`src/rtl/multicycle_mon_pkg.sv`:
```
// Shared types and helpers for the multicycle test monitor.
// Used by multicycle_test_monitor and mc_mon_channel.
package multicycle_mon_pkg;

    typedef enum logic [1:0] {
        ST_IDLE    = 2'd0,
        ST_RUN     = 2'd1,
        ST_PASS    = 2'd2,
        ST_TIMEOUT = 2'd3
    } mon_state_e;

    // Width of a counter that must be able to hold the value STABLE.
    function automatic int stab_cnt_w(input int stable);
        return $clog2(stable + 1);
    endfunction

endpackage

```
`src/rtl/mc_mon_channel.sv`:
```
// One monitored channel: latched expected value, stability counter, sticky hit.
// Optional hit-cycle stamp when MULTICYCLE_MON_STAMP_EN is defined.
module mc_mon_channel
    import multicycle_mon_pkg::*;
#(
    parameter int W      = 32,
    parameter int STABLE = 2,
    parameter int CW     = 16
) (
    input  logic          CLK,
    input  logic          RST,
    input  logic          start,
    input  logic          run,
    input  logic          en,
    input  logic [W-1:0]  test_val,
    input  logic [W-1:0]  exp_in,
`ifdef MULTICYCLE_MON_STAMP_EN
    input  logic [CW-1:0] cycle_cnt,
    output logic [CW-1:0] stamp,
`endif
    output logic          hit,
    output logic          hit_next
);

    localparam int            SW        = stab_cnt_w(STABLE);
    localparam logic [SW-1:0] STABLE_M1 = SW'(STABLE - 1);

    logic [W-1:0]  exp_q,  exp_d;
    logic [SW-1:0] stab_q, stab_d;
    logic          hit_q,  hit_d;

    always_comb begin
        exp_d  = exp_q;
        stab_d = stab_q;
        hit_d  = hit_q;
        if (start) begin
            exp_d  = exp_in;
            stab_d = '0;
            hit_d  = 1'b0;
        end else if (run && en && !hit_q) begin
            // Any mismatch discards accumulated stability; the STABLE-th match sets the hit.
            if (test_val == exp_q) begin
                stab_d = stab_q + 1'b1;
                if (stab_q == STABLE_M1) hit_d = 1'b1;
            end else begin
                stab_d = '0;
            end
        end
    end

    // NOTE: state flops take non-blocking assignments only; all next-state math lives in always_comb.
    always_ff @(posedge CLK or posedge RST) begin
        if (RST) begin
            exp_q  <= '0;
            stab_q <= '0;
            hit_q  <= 1'b0;
        end else begin
            exp_q  <= exp_d;
            stab_q <= stab_d;
            hit_q  <= hit_d;
        end
    end

`ifdef MULTICYCLE_MON_STAMP_EN
    logic [CW-1:0] stamp_q, stamp_d;

    always_comb begin
        stamp_d = stamp_q;
        if (start)             stamp_d = '0;
        else if (hit_d && !hit_q) stamp_d = cycle_cnt;
    end

    always_ff @(posedge CLK or posedge RST) begin
        if (RST) stamp_q <= '0;
        else     stamp_q <= stamp_d;
    end

    assign stamp = stamp_q;
`endif

    assign hit      = hit_q;
    assign hit_next = hit_d;

endmodule

```
`src/rtl/multicycle_test_monitor.sv`:
```
// Self-check monitor: waits for every enabled channel to hold its expected value, or times out.
// Define MULTICYCLE_MON_STAMP_EN to add the per-channel hit_stamp output.
module multicycle_test_monitor
    import multicycle_mon_pkg::*;
#(
    parameter int W       = 32,
    parameter int NCH     = 4,
    parameter int STABLE  = 2,
    parameter int CW      = 16,
    parameter int TIMEOUT = 1000
) (
    input  logic              CLK,
    input  logic              RST,
    input  logic              start,
    input  logic [NCH-1:0]    ch_en,
    input  logic [NCH*W-1:0]  test_val,
    input  logic [NCH*W-1:0]  exp_val,
`ifdef MULTICYCLE_MON_STAMP_EN
    output logic [NCH*CW-1:0] hit_stamp,
`endif
    output logic              busy,
    output logic              done,
    output logic              pass,
    output logic              timed_out,
    output logic [NCH-1:0]    ch_hit,
    output logic [CW-1:0]     cycle_cnt
);

    localparam logic [CW-1:0] LAST_CYCLE = CW'(TIMEOUT - 1);

    mon_state_e     state_q, state_d;
    logic [NCH-1:0] mask_q,  mask_d;
    logic [CW-1:0]  cnt_q,   cnt_d;
    logic [NCH-1:0] hit_next;
    logic           run;
    logic           all_hit_next;

    assign run = (state_q == ST_RUN);

    for (genvar i = 0; i < NCH; i++) begin : g_ch
        mc_mon_channel #(
            .W      (W),
            .STABLE (STABLE),
            .CW     (CW)
        ) u_ch (
            .CLK      (CLK),
            .RST      (RST),
            .start    (start),
            .run      (run),
            .en       (mask_q[i]),
            .test_val (test_val[i*W +: W]),
            .exp_in   (exp_val[i*W +: W]),
`ifdef MULTICYCLE_MON_STAMP_EN
            .cycle_cnt(cnt_q),
            .stamp    (hit_stamp[i*CW +: CW]),
`endif
            .hit      (ch_hit[i]),
            .hit_next (hit_next[i])
        );
    end

    // Uses next-cycle hits so a final hit on the last budget cycle still wins over timeout.
    assign all_hit_next = &(hit_next | ~mask_q);

    always_comb begin
        state_d   = state_q;
        mask_d    = mask_q;
        cnt_d     = cnt_q;
        busy      = 1'b0;
        done      = 1'b0;
        pass      = 1'b0;
        timed_out = 1'b0;

        if (start) begin
            state_d = ST_RUN;
            mask_d  = ch_en;
            cnt_d   = '0;
        end else if (state_q == ST_RUN) begin
            if (all_hit_next)              state_d = ST_PASS;
            else if (cnt_q == LAST_CYCLE)  state_d = ST_TIMEOUT;
            else if (cnt_q != '1)          cnt_d   = cnt_q + 1'b1;
        end

        case (state_q)
            ST_RUN:     busy = 1'b1;
            ST_PASS:    begin done = 1'b1; pass      = 1'b1; end
            ST_TIMEOUT: begin done = 1'b1; timed_out = 1'b1; end
            default:    ;
        endcase
    end

    always_ff @(posedge CLK or posedge RST) begin
        if (RST) begin
            state_q <= ST_IDLE;
            mask_q  <= '0;
            cnt_q   <= '0;
        end else begin
            state_q <= state_d;
            mask_q  <= mask_d;
            cnt_q   <= cnt_d;
        end
    end

    assign cycle_cnt = cnt_q;

endmodule

```
`config.mk`:
```
export PLATFORM = sky130hd
export DESIGN_NAME = multicycle_test_monitor
export DESIGN_NICKNAME = d
export VERILOG_FILES = /design/src/rtl/multicycle_mon_pkg.sv /design/src/rtl/mc_mon_channel.sv /design/src/rtl/multicycle_test_monitor.sv
export SDC_FILE = /design/constraint.sdc
export NUM_CORES = 1
export LEC_CHECK = 0
export CELL_PAD_IN_SITES_DETAIL_PLACEMENT = 0
export CELL_PAD_IN_SITES_GLOBAL_PLACEMENT = 1
export CORE_MARGIN = 5
export CORE_UTILIZATION = 35
export DETAILED_ROUTE_END_ITERATION = 10
export PLACE_DENSITY = 0.92
export SETUP_SLACK_MARGIN = 0.1
export SLEW_MARGIN = 20
export SYNTH_ARGS = -nofsm -noshare
export SYNTH_HDL_FRONTEND = slang
export SYNTH_SLANG_ARGS = --single-unit
```
`constraint.sdc`:
```
create_clock -name CLK -period 6.29 [get_ports CLK]
set_clock_uncertainty 0.05 [all_clocks]
set_input_delay 0.629 -clock CLK [delete_from_list [all_inputs] [get_ports CLK]]
set_output_delay 0.629 -clock CLK [all_outputs]
set_load 0.01 [all_outputs]
```
==> out/metrics.csv, run 1 <==
stage,metric,value,unit
worst_setup_path,cp_slowest_cell,nor4_1,
worst_setup_path,cp.arrival,3360,ps
sta,setup_violations,0,
sta,final_max_slew_viol_count,0,
routing,wl,21.1,mm
power,power.density,232,mW/mm^2
synth,synthFlopType,dfrtp_1,
die,io_pins,287,
power,ir_drop,165,uV
die,die_w,161,um
sta,tns,0,ps
power,p_leak,0.00458,uW
sta,tightest_slew,1000,ps
routing,drt_pre_antenna_iters,4,
clock_tree,clkTransAtPathRegs,70,ps
routing,routed_via_density,4.83,
worst_setup_path,cpMostUsedCell,nand4_1,
worst_setup_path,required,6530,ps
synth,synthCells,657,
clock_tree,cts_setup_buffers,0,
synth,ys_warn_count,0,
sta,finalWorstSetupSlack,3170,ps
placement,hpwl,16.1,mm
clock_tree,cts_hold_buf,0,
grt,grt.overflow.total,0,
routing,vias,5966,
clock_tree,cts.sinks,162,
synth,synth-seq-area-share,50.8,%
sta,fin_crit_sh,49.6,%
grt,grt_max_degree,115,
layout,layout.nets,1204,
synth,synth_edf_count,0,
worst_setup_path,crit_cells,9,
clock_tree,htree_levels,4,
worst_setup_path,r2r_end,cycle_cnt[15],
grt,grt_pass1_vias,6424,
power,clkPwrFrac,38.4,%
synth,ys_types,39,
worst_setup_path,cp_cell_sequence,clkdlybuf4s50_1 -> xnor2_1 -> nand4_1 -> nor4_1 -> a31oi_1 -> a211oi_2 -> a21oi_4 -> nand4_1 -> mux2_1,
grt,grt_pass1_wl,33.6,mm
placement,dp_cells,1202,
placement,io_buffers,286,
sta,slew_headroom,33.4,%
die,fp.dieH,161,um
routing,first_iter_violations,230,
power,p_comb_share,17.4,%
routing,postRouteAntennaNets,0,
clock_tree,clockBufferDepth,2,
job,drv_cap,0,
power,p_sw,690,uW
die,start_util,35.4,%
worst_setup_path,worstSetupEndpointType,flip-flop,
routing,wl_met1,8.51,mm
worst_setup_path,worst_path_largest_cell_delay,650,ps
worst_setup_path,critPathBufInv,1,
routing,wl_met3,1.65,mm
layout,num_antenna_cells,0,
layout,syn_to_final_growth,46.5,%
synth,syn-num-nets,925,
worst_setup_path,worstSetupStartpoint,test_val[28],
worst_setup_path,critPathLaunchType,primary input,
routing,wl_per_cell,17.1,um
worst_setup_path,reg2reg_setup_slack,3390,ps
synth,ys_seq_elements,162,
layout,fin_cells,1234,
die,core-area,0.0226,mm^2
routing,drc,0,
routing,wl_met2,10.6,mm
sta,hold_viol,0,
power,internal-power,2020,uW
min_path,hp-class,reg2reg,
worst_setup_path,reg2reg_from,g_ch[0].u_ch.exp_q[28],
worst_setup_path,crit_family,simple AND/OR/NAND/NOR gates,
layout,drive_gt1_share,17.8,%
die,dieArea,0.0259,mm^2
synth,async_reset_ff_share,100,%
placement,finalWeightedCongestion,0.787,
clock_tree,clockRootBuffer,clkbuf_16,
status,status,finished clean,
routing,highest_layer,met4,
worst_setup_path,critPathMaxFanout,26,
sta,rsz0062_at_grt,false,
clock_tree,clk_latency,420,ps
sta,min_period,3120,ps
clock_tree,cts_tree,yes,
synth,synth_area,0.00798,mm^2
clock_tree,cts_buffers,17,
sta,clock.fmax,0.320,GHz
worst_setup_path,reg2regPathDepth,8,
worst_setup_path,critPathKind,in2reg,
worst_setup_path,endpoint,cycle_cnt[15],
grt,grtUsageTotal,16.2,%
grt,antenna_found_initial,0,
die,rows,55,
power,swShare,25.4,%
clock_tree,ctsResizeCount,0,
placement,post-place-ws,2490,ps
power,power_frac_seq,44.2,%
synth,syn_area_per_cell,12.1,um^2
[cells in the final DEF (no fill, tap or decap), types with 2 or more instances in the layout]
| cell type | n |
|---|---|
| and2_1 | 2 |
| clkbuf_16 | 17 |
| inv_6 | 7 |
| xnor2_1 | 97 |
| dfrtp_1 | 162 |
| ha_1 | 5 |
| clkdlybuf4s50_1 | 285 |
| nand2_1 | 11 |
| nand3_1 | 15 |
| clkinvlp_4 | 3 |
| inv_8 | 2 |
| nor3_1 | 5 |
| mux2_2 | 131 |
| nand4_1 | 32 |
| xor2_1 | 32 |
| a21o_1 | 7 |
| nor4_1 | 16 |
| or3_1 | 3 |
| a21oi_1 | 19 |
| inv_1 | 15 |
| mux2_1 | 4 |
| a31oi_1 | 2 |
| a31o_1 | 3 |
| nor2b_1 | 5 |
| buf_4 | 2 |
| and3_1 | 11 |
| nor2_1 | 31 |
| o21ai_1 | 2 |
| nand2b_1 | 6 |
| clkbuf_8 | 2 |
| o21ai_0 | 2 |
[layer usage]
metal | vias to the layer above | GRT usage, %
li1 | 2859 | -
met5 | - | 0
met1 | 2909 | 18.9
met3 | 15 | 6.56
met4 | 0 | 3.96
met2 | 183 | 28.1
[registers in the layout, summed over array words and instances, names as in the netlist]
register	flops
g_ch.u_ch.stab_q	8
g_ch.u_ch.hit	4
cycle_cnt	16
g_ch.u_ch.exp_q	128
mask_q	4
state_q	2
[cells by family after synthesis]
kind of cell	after synthesis	share of synthesized area, %
flops	162	50.8
fa+ha+maj	5	0.784
xor+xnor	129	14.2
simple gates	139	9.30
mux	136	19.2
compound gates	42	3.40
buf+inv	44	2.38
[power by group through the flow]
stage | registers [uW] | logic, uW | clock network (uW)
after floorplan | 1200 | 255 | 0
after global placement | 1220 | 466 | 0
after detailed placement | 1220 | 477 | 0
after CTS | 1200 | 479 | 1080
after global routing | 1210 | 515 | 1130
final | 1200 | 472 | 1040
[per-stage QoR]
step	util, %	cell area [um^2]	total power, uW	hold slack [ps]
6_report	51.8	11700	2710	463
5_1_grt	51.8	11700	2860	486
4_1_cts	51.7	11700	2760	472
3_5_place_dp	49.1	11100	1700	456
3_3_place_gp	49.1	11100	1680	448
2_1_floorplan	-	7980	1460	431
[cells in the mapped netlist (2+ instances only)]
master	instances	area, um^2
o21ai_1	2	10.0
a31o_1	3	26.3
a21o_1	7	52.6
xnor2_1	97	850
inv_1	16	60.1
a31oi_1	2	12.5
mux2_1	4	45.0
buf_4	4	30.0
clkbuf_1	12	45.0
xor2_1	32	280
and2_1	2	12.5
buf_2	2	10.0
nand3_1	15	75.1
nand4_1	32	200
buf_1	9	33.8
ha_1	5	62.6
nand2b_1	6	37.5
nor2b_1	5	31.3
or3_1	3	18.8
nor2_1	31	116
o21ai_0	2	10.0
mux2_2	131	1480
and3_1	11	68.8
nor4_1	16	100
nand2_1	11	41.3
dfrtp_1	162	4050
a21oi_1	19	95.1
nor3_1	5	25.0
[worst reg2reg max path, stage by stage (launching register included)]
cell and delay, ps:
dfrtp_1 390, xnor2_1 220, nand4_1 140, nor4_1 650, a31oi_1 210, a211oi_2 370
a21oi_4 250, nand4_1 170, mux2_1 330
[worst min-delay path by stage]
stage,from,to,depth (start not counted)
6_report,g_ch[2].u_ch.stab_q[1],g_ch[2].u_ch.stab_q[1],2
4_1_cts,g_ch[2].u_ch.stab_q[1],g_ch[2].u_ch.stab_q[1],2
2_1_floorplan,g_ch[3].u_ch.hit,g_ch[3].u_ch.hit,2
5_1_grt,g_ch[2].u_ch.exp_q[31],g_ch[2].u_ch.exp_q[31],1
3_5_place_dp,g_ch[2].u_ch.stab_q[1],g_ch[2].u_ch.stab_q[1],2
3_3_place_gp,g_ch[0].u_ch.stab_q[1],g_ch[0].u_ch.stab_q[1],2
[area by class of cell]
type / instances / area [um^2]
Clock buffer: 19 / 453
Clock inverter: 13 / 136
Fill cell: 2022 / 10900
Inverter: 16 / 65.1
Multi-Input combinational cell: 451 / 3740
Sequential cell: 162 / 4050
Tap cell: 285 / 357
Timing Repair Buffer: 288 / 2880
Power figures use the tool's default switching activity.
==> run 2, diff against run 1 <==
- clock period: 6.29 -> 3 ns (I/O delays scaled with it)
==> run 2 against run 1 <==
  * Global-route usage is 0.17 points lower
  * Total power rose by 110%
  * Die area did not move
  * Sequential power rose by 110%
  * Final area rose by 0.84%
  * Register-to-register slack got worse by 3000 ps
  * First-iteration DRC count decreased by 21%
  * Sequential cell count is the same
  * Critical path type is now reg2reg
==> out/metrics.csv, run 2 (synthesis gave the netlist of run 1 again) <==
stage,metric,value,unit,change
sta,min_period,2600,ps,
die,die_w,161,um,unchanged
job,drv_cap,0,,unchanged
layout,largest_register_ffs,128,,unchanged
sta,finalWorstSetupSlack,401,ps,was 3170 ps
layout,fin_util,52.2,%,was 51.8%
power,power.density,481,mW/mm^2,was 232 mW/mm^2
clock_tree,ctsResizeCount,0,,unchanged
clock_tree,htree_levels,4,,unchanged
worst_setup_path,critPathKind,reg2reg,,was in2reg
routing,postRouteAntennaNets,0,,unchanged
die,core-area,0.0226,mm^2,unchanged
clock_tree,cts.sinks,162,,unchanged
placement,dp_cells,1214,,"was 1,202"
sta,tightest_slew,619,ps,was 1000 ps
layout,top_register,g_ch.u_ch.exp_q,,unchanged
routing,routed_via_density,4.79,,was 4.83
layout,mostFrequentLayoutCells,"285 x clkdlybuf4s50_1, 162 x dfrtp_1, 131 x mux2_2, 97 x xnor2_1",,unchanged
grt,grt_pass1_wl,33.5,mm,was 33.6 mm
sta,final_max_slew_viol_count,0,,unchanged
sta,tns,0,ps,unchanged
min_path,hp-class,in2reg,,was reg2reg
grt,grt.overflow.total,0,,unchanged
clock_tree,cts_hold_buf,0,,unchanged
grt,antenna_found_initial,1,,was 0
clock_tree,cts_buffers,17,,unchanged
routing,drt_pre_antenna_iters,4,,unchanged
placement,hpwl,16.4,mm,was 16.1 mm
worst_setup_path,worst_path_largest_cell_delay,510,ps,was 650 ps
clock_tree,clk_latency,410,ps,was 420 ps
layout,final_common_cell,clkdlybuf4s50_1,,unchanged
die,dieArea,0.0259,mm^2,unchanged
clock_tree,clkTransAtPathRegs,70,ps,about the same
clock_tree,cts_setup_buffers,0,,unchanged
worst_setup_path,cpMostUsedCell,buf_4,,was nand4_1
layout,layout.nets,1216,,"was 1,204"
worst_setup_path,crit_family,compound AO/OA/AOI/OAI gates,,was simple AND/OR/NAND/NOR gates
worst_setup_path,cp_slowest_cell,nor4_1,,unchanged
die,fp.dieH,161,um,unchanged
sta,clock.fmax,0.385,GHz,
routing,drc,0,,unchanged
worst_setup_path,reg2reg_setup_slack,400,ps,was 3390 ps
clock_tree,cts_tree,yes,,unchanged
grt,grt_max_degree,68,,was 115
placement,io_buffers,286,,unchanged
worst_setup_path,critPathLaunchType,flip-flop,,was primary input
power,p_leak,0.00464,uW,was 0.00458 uW
placement,post-place-ws,42.2,ps,was 2490 ps
grt,grt_pass1_vias,6503,,"was 6,424"
layout,drive_gt1_share,18.8,%,was 17.8%
sta,slew_headroom,58.7,%,was 33.4%
clock_tree,clockRootBuffer,clkbuf_16,,unchanged
routing,first_iter_violations,181,,was 230
placement,finalWeightedCongestion,0.780,,was 0.787
clock_tree,clockBufferDepth,2,,unchanged
worst_setup_path,critPathBufInv,2,,was 1
routing,wl_per_cell,16.8,um,was 17.1 um
grt,grtUsageTotal,16.1,%,was 16.2%
worst_setup_path,cp_cell_sequence,xnor2_1 -> nand4_1 -> nor4_1 -> buf_4 -> a31oi_1 -> a211oi_2 -> a21oi_2 -> buf_4 -> a21o_1 -> a21oi_1,,was clkdlybuf4s50_1 -> xnor2_1 -> nand4_1 -> nor4_1 -> a31oi_1 -> a211oi_2 -> a21oi_4 -> nand4_1 -> mux2_1
worst_setup_path,cp.arrival,2880,ps,was 3360 ps
sta,rsz0062_at_grt,false,,unchanged
worst_setup_path,worstSetupEndpointType,flip-flop,,unchanged
routing,wl,20.9,mm,was 21.1 mm
routing,vias,5974,,"was 5,966"
die,start_util,35.4,%,unchanged
layout,fin_cells,1247,,"was 1,234"
sta,setup_violations,0,,unchanged
worst_setup_path,critPathMaxFanout,13,,was 26
worst_setup_path,required,3280,ps,was 6530 ps
die,rows,55,,unchanged
status,status,finished clean,,unchanged
layout,syn_to_final_growth,47.7,%,was 46.5%
sta,hold_viol,0,,unchanged
sta,fin_crit_sh,86.6,%,
power,ir_drop,366,uV,was 165 uV
die,io_pins,287,,unchanged
[run 2: changes by cell type in the layout (fill, tap and decap cells not counted), sizes merged]
cell | previous run | this run
clkbuf | 19 | 17
clkinv | 1 | 6
buf | 3 | 15
inv | 24 | 21
diode | 0 | 1
[run 2: worst paths after layout]
check | start | end | depth (start not counted)
setup / recovery | g_ch[1].u_ch.exp_q[18] | cycle_cnt[4] | 10
hold / removal | start | g_ch[0].u_ch.stab_q[0] | 2
setup reg to reg | g_ch[1].u_ch.exp_q[18] | cycle_cnt[4] | 10
hold reg to reg | g_ch[0].u_ch.stab_q[1] | g_ch[0].u_ch.stab_q[1] | 2
max in group asynchronous | RST | g_ch[3].u_ch.exp_q[28] | 3
min in group asynchronous | RST | g_ch[2].u_ch.exp_q[13] | 2
[run 2: layer usage]
metal / GRT usage (%) / wire length, um / vias to the layer above
met5: 0 / 0 / -
met4: 4.77 / 375 / 0
met3: 6.15 / 1800 / 21
met2: 27.4 / 10500 / 190
met1: 18.9 / 8250 / 2888
li1: - / - / 2875
[run 2: cell type report]
cell class | count | area (um^2)
timing repair buffer | 300 | 2990
clock buffer | 17 | 425
clock inverter | 15 | 153
tap | 285 | 357
sequential | 162 | 4050
inverter | 16 | 63.8
multi-input combinational | 451 | 3740
fill | 2000 | 10800
antenna | 1 | 2.50
[run 2: power by group]
part           total, uW  switching, uW  internal, uW
combinational        998            332           666
sequential          2510            140          2370
clock               2160            984          1170
[run 2: metrics by stage]
| step | total power (uW) | hold slack, ps | cell area, um^2 |
|---|---|---|---|
| after CTS | 5770 | 201 | 11800 |
| after global placement | 3540 | 447 | 11200 |
| final | 5660 | 220 | 11800 |
| after global routing | 5970 | 216 | 11800 |
| after floorplan | 3060 | 371 | 7980 |
| after detailed placement | 3570 | 455 | 11200 |
==> run 3, diff against run 2 <==
- CELL_PAD_IN_SITES_DETAIL_PLACEMENT: 0 -> 1
==> run 3 against run 2 <==
  * Count of clock-buffer cells in the layout rose by 1
  * Critical path type unchanged
  * Clock power barely moved
  * Largest power group unchanged
  * Combinational power barely moved
  * Wire length rose by 17%
  * Non-clock buffer count did not move
  * Worst setup slack improved by 2.3 ps
  * Core utilization barely moved
  * Final area barely moved
  * Die area did not move
  * Critical path depth did not move
  * First-iteration DRC count fell by 1.7%
==> out/metrics.csv, run 3 (synthesis gave the netlist of run 1 again) <==
stage,metric,value,unit,change
clock_tree,cts_setup_buffers,0,,unchanged
worst_setup_path,worstSetupEndpointType,flip-flop,,unchanged
clock_tree,clockRootBuffer,clkbuf_16,,unchanged
job,drv_cap,0,,unchanged
clock_tree,clkTransAtPathRegs,70,ps,about the same
power,p_leak,0.00464,uW,about the same
sta,hold_viol,0,,unchanged
routing,wl,24.5,mm,was 20.9 mm
layout,top_register,g_ch.u_ch.exp_q,,unchanged
sta,tightest_slew,640,ps,was 619 ps
die,die_w,161,um,unchanged
layout,multi_input_area,0.00374,mm^2,unchanged
grt,grt.overflow.total,0,,unchanged
clock_tree,cts_tree,yes,,unchanged
min_path,hold_depth,2,,unchanged
die,io_pins,287,,unchanged
layout,syn_to_final_growth,47.6,%,was 47.7%
worst_setup_path,cp.arrival,2890,ps,was 2880 ps
die,rows,55,,unchanged
sta,rsz0062_at_grt,false,,unchanged
power,ir_drop,340,uV,was 366 uV
die,fp.dieH,161,um,unchanged
worst_setup_path,critPathMaxFanout,13,,unchanged
power,fin_total_pwr,5740,uW,was 5660 uW
power,power.density,487,mW/mm^2,was 481 mW/mm^2
routing,vias,6262,,"was 5,974"
worst_setup_path,reg2regPathDepth,10,,unchanged
clock_tree,cts_buffers,17,,unchanged
layout,final_common_cell,clkdlybuf4s50_1,,unchanged
routing,drc,0,,unchanged
die,dieArea,0.0259,mm^2,unchanged
routing,first_iter_violations,178,,was 181
sta,tns,0,ps,unchanged
layout,layout.nets,1216,,unchanged
die,start_util,35.4,%,unchanged
layout,seq_area,0.00405,mm^2,unchanged
sta,setup_violations,0,,unchanged
placement,hpwl,19.2,mm,was 16.4 mm
grt,grtUsageTotal,18.8,%,was 16.1%
clock_tree,clk_latency,430,ps,was 410 ps
layout,mostFrequentLayoutCells,"285 x clkdlybuf4s50_1, 162 x dfrtp_1, 131 x mux2_2, 97 x xnor2_1",,unchanged
worst_setup_path,required,3290,ps,was 3280 ps
placement,finalWeightedCongestion,0.780,,unchanged
routing,routed_via_density,5.03,,was 4.79
clock_tree,cts_hold_buf,0,,unchanged
sta,min_period,2600,ps,about the same
routing,drt_pre_antenna_iters,4,,unchanged
status,status,finished clean,,unchanged
layout,largest_register_ffs,128,,unchanged
clock_tree,ctsResizeCount,0,,unchanged
clock_tree,htree_levels,4,,unchanged
sta,slew_headroom,57.3,%,was 58.7%
layout,drive_gt1_share,18.7,%,was 18.8%
layout,num_antenna_cells,0,,was 1
routing,wl_per_cell,19.6,um,was 16.8 um
grt,grt_max_degree,68,,unchanged
sta,fin_crit_sh,86.5,%,was 86.6%
layout,fill_cells,2338,,"was 2,000"
die,core-area,0.0226,mm^2,unchanged
grt,grt_pass1_vias,7266,,"was 6,503"
sta,clock.fmax,0.385,GHz,about the same
clock_tree,clockBufferDepth,2,,unchanged
placement,io_buffers,286,,unchanged
sta,final_max_slew_viol_count,0,,unchanged
clock_tree,cts.sinks,162,,unchanged
grt,antenna_found_initial,0,,was 1
worst_setup_path,critPathLaunchType,flip-flop,,unchanged
grt,grt_pass1_wl,38.5,mm,was 33.5 mm
min_path,hp-class,in2reg,,unchanged
worst_setup_path,critPathKind,reg2reg,,unchanged
routing,postRouteAntennaNets,0,,unchanged
[run 3: changes by cell type in the layout (fill, tap and decap cells not counted), sizes merged]
cell and change:
clkbuf +1, diode -1, clkinvlp -1, clkinv -2, inv +2
[run 3: critical path, cell delays in order (launching register included)]
cell and delay (ps):
dfrtp_1 400, xnor2_1 200, nand4_1 140, nor4_1 480, buf_4 200, a31oi_1 90
a211oi_2 260, a21oi_2 160, buf_4 220, a21o_1 200, a21oi_1 130
[run 3: layout make-up]
cell class	instances	share of cell area (%)
sequential	162	34.4
clock buffer	18	3.64
tap	285	3.03
timing repair buffer	300	25.4
inverter	16	0.542
multi-input combinational	451	31.7
clock inverter	14	1.24
[run 3: power breakdown]
part / internal [uW] / switching, uW / leakage [uW]
Clock: 1180 / 1010 / 0.000282
Combinational: 668 / 364 / 0.00240
Sequential: 2370 / 149 / 0.00196
[run 3: layer usage]
metal | vias up | part of all wire, % | global-route usage, %
li1 | 2889 | - | -
met1 | 3172 | 37 | 20.3
met2 | 182 | 55 | 35.5
met3 | 19 | 6.6 | 6.33
met4 | 0 | 1.2 | 4.27
met5 | - | 0 | 0
[run 3: worst paths after layout]
path / start / endpoint / slack (ps)
min in group asynchronous: RST / g_ch[2].u_ch.exp_q[6] / 240
max: g_ch[0].u_ch.exp_q[8] / cycle_cnt[13] / 400
min reg2reg: g_ch[1].u_ch.stab_q[1] / g_ch[1].u_ch.stab_q[1] / 470
max reg2reg: g_ch[0].u_ch.exp_q[8] / cycle_cnt[13] / 400
max in group asynchronous: RST / g_ch[3].u_ch.exp_q[29] / 1900
min: start / g_ch[1].u_ch.stab_q[1] / 210
[run 3: metrics by stage]
| step | setup WS [ps] | utilization [%] | area, um^2 | cells | hold slack, ps |
|---|---|---|---|---|---|
| floorplan | 593 | - | 7980 | 657 | 371 |
| global placement | 125 | 49.6 | 11200 | 1214 | 447 |
| detailed placement | 6.39 | 49.6 | 11200 | 1214 | 462 |
| CTS | 385 | 52.2 | 11800 | 1246 | 194 |
| global route | 225 | 52.2 | 11800 | 1246 | 209 |
| finish | 404 | 52.2 | 11800 | 1246 | 209 |
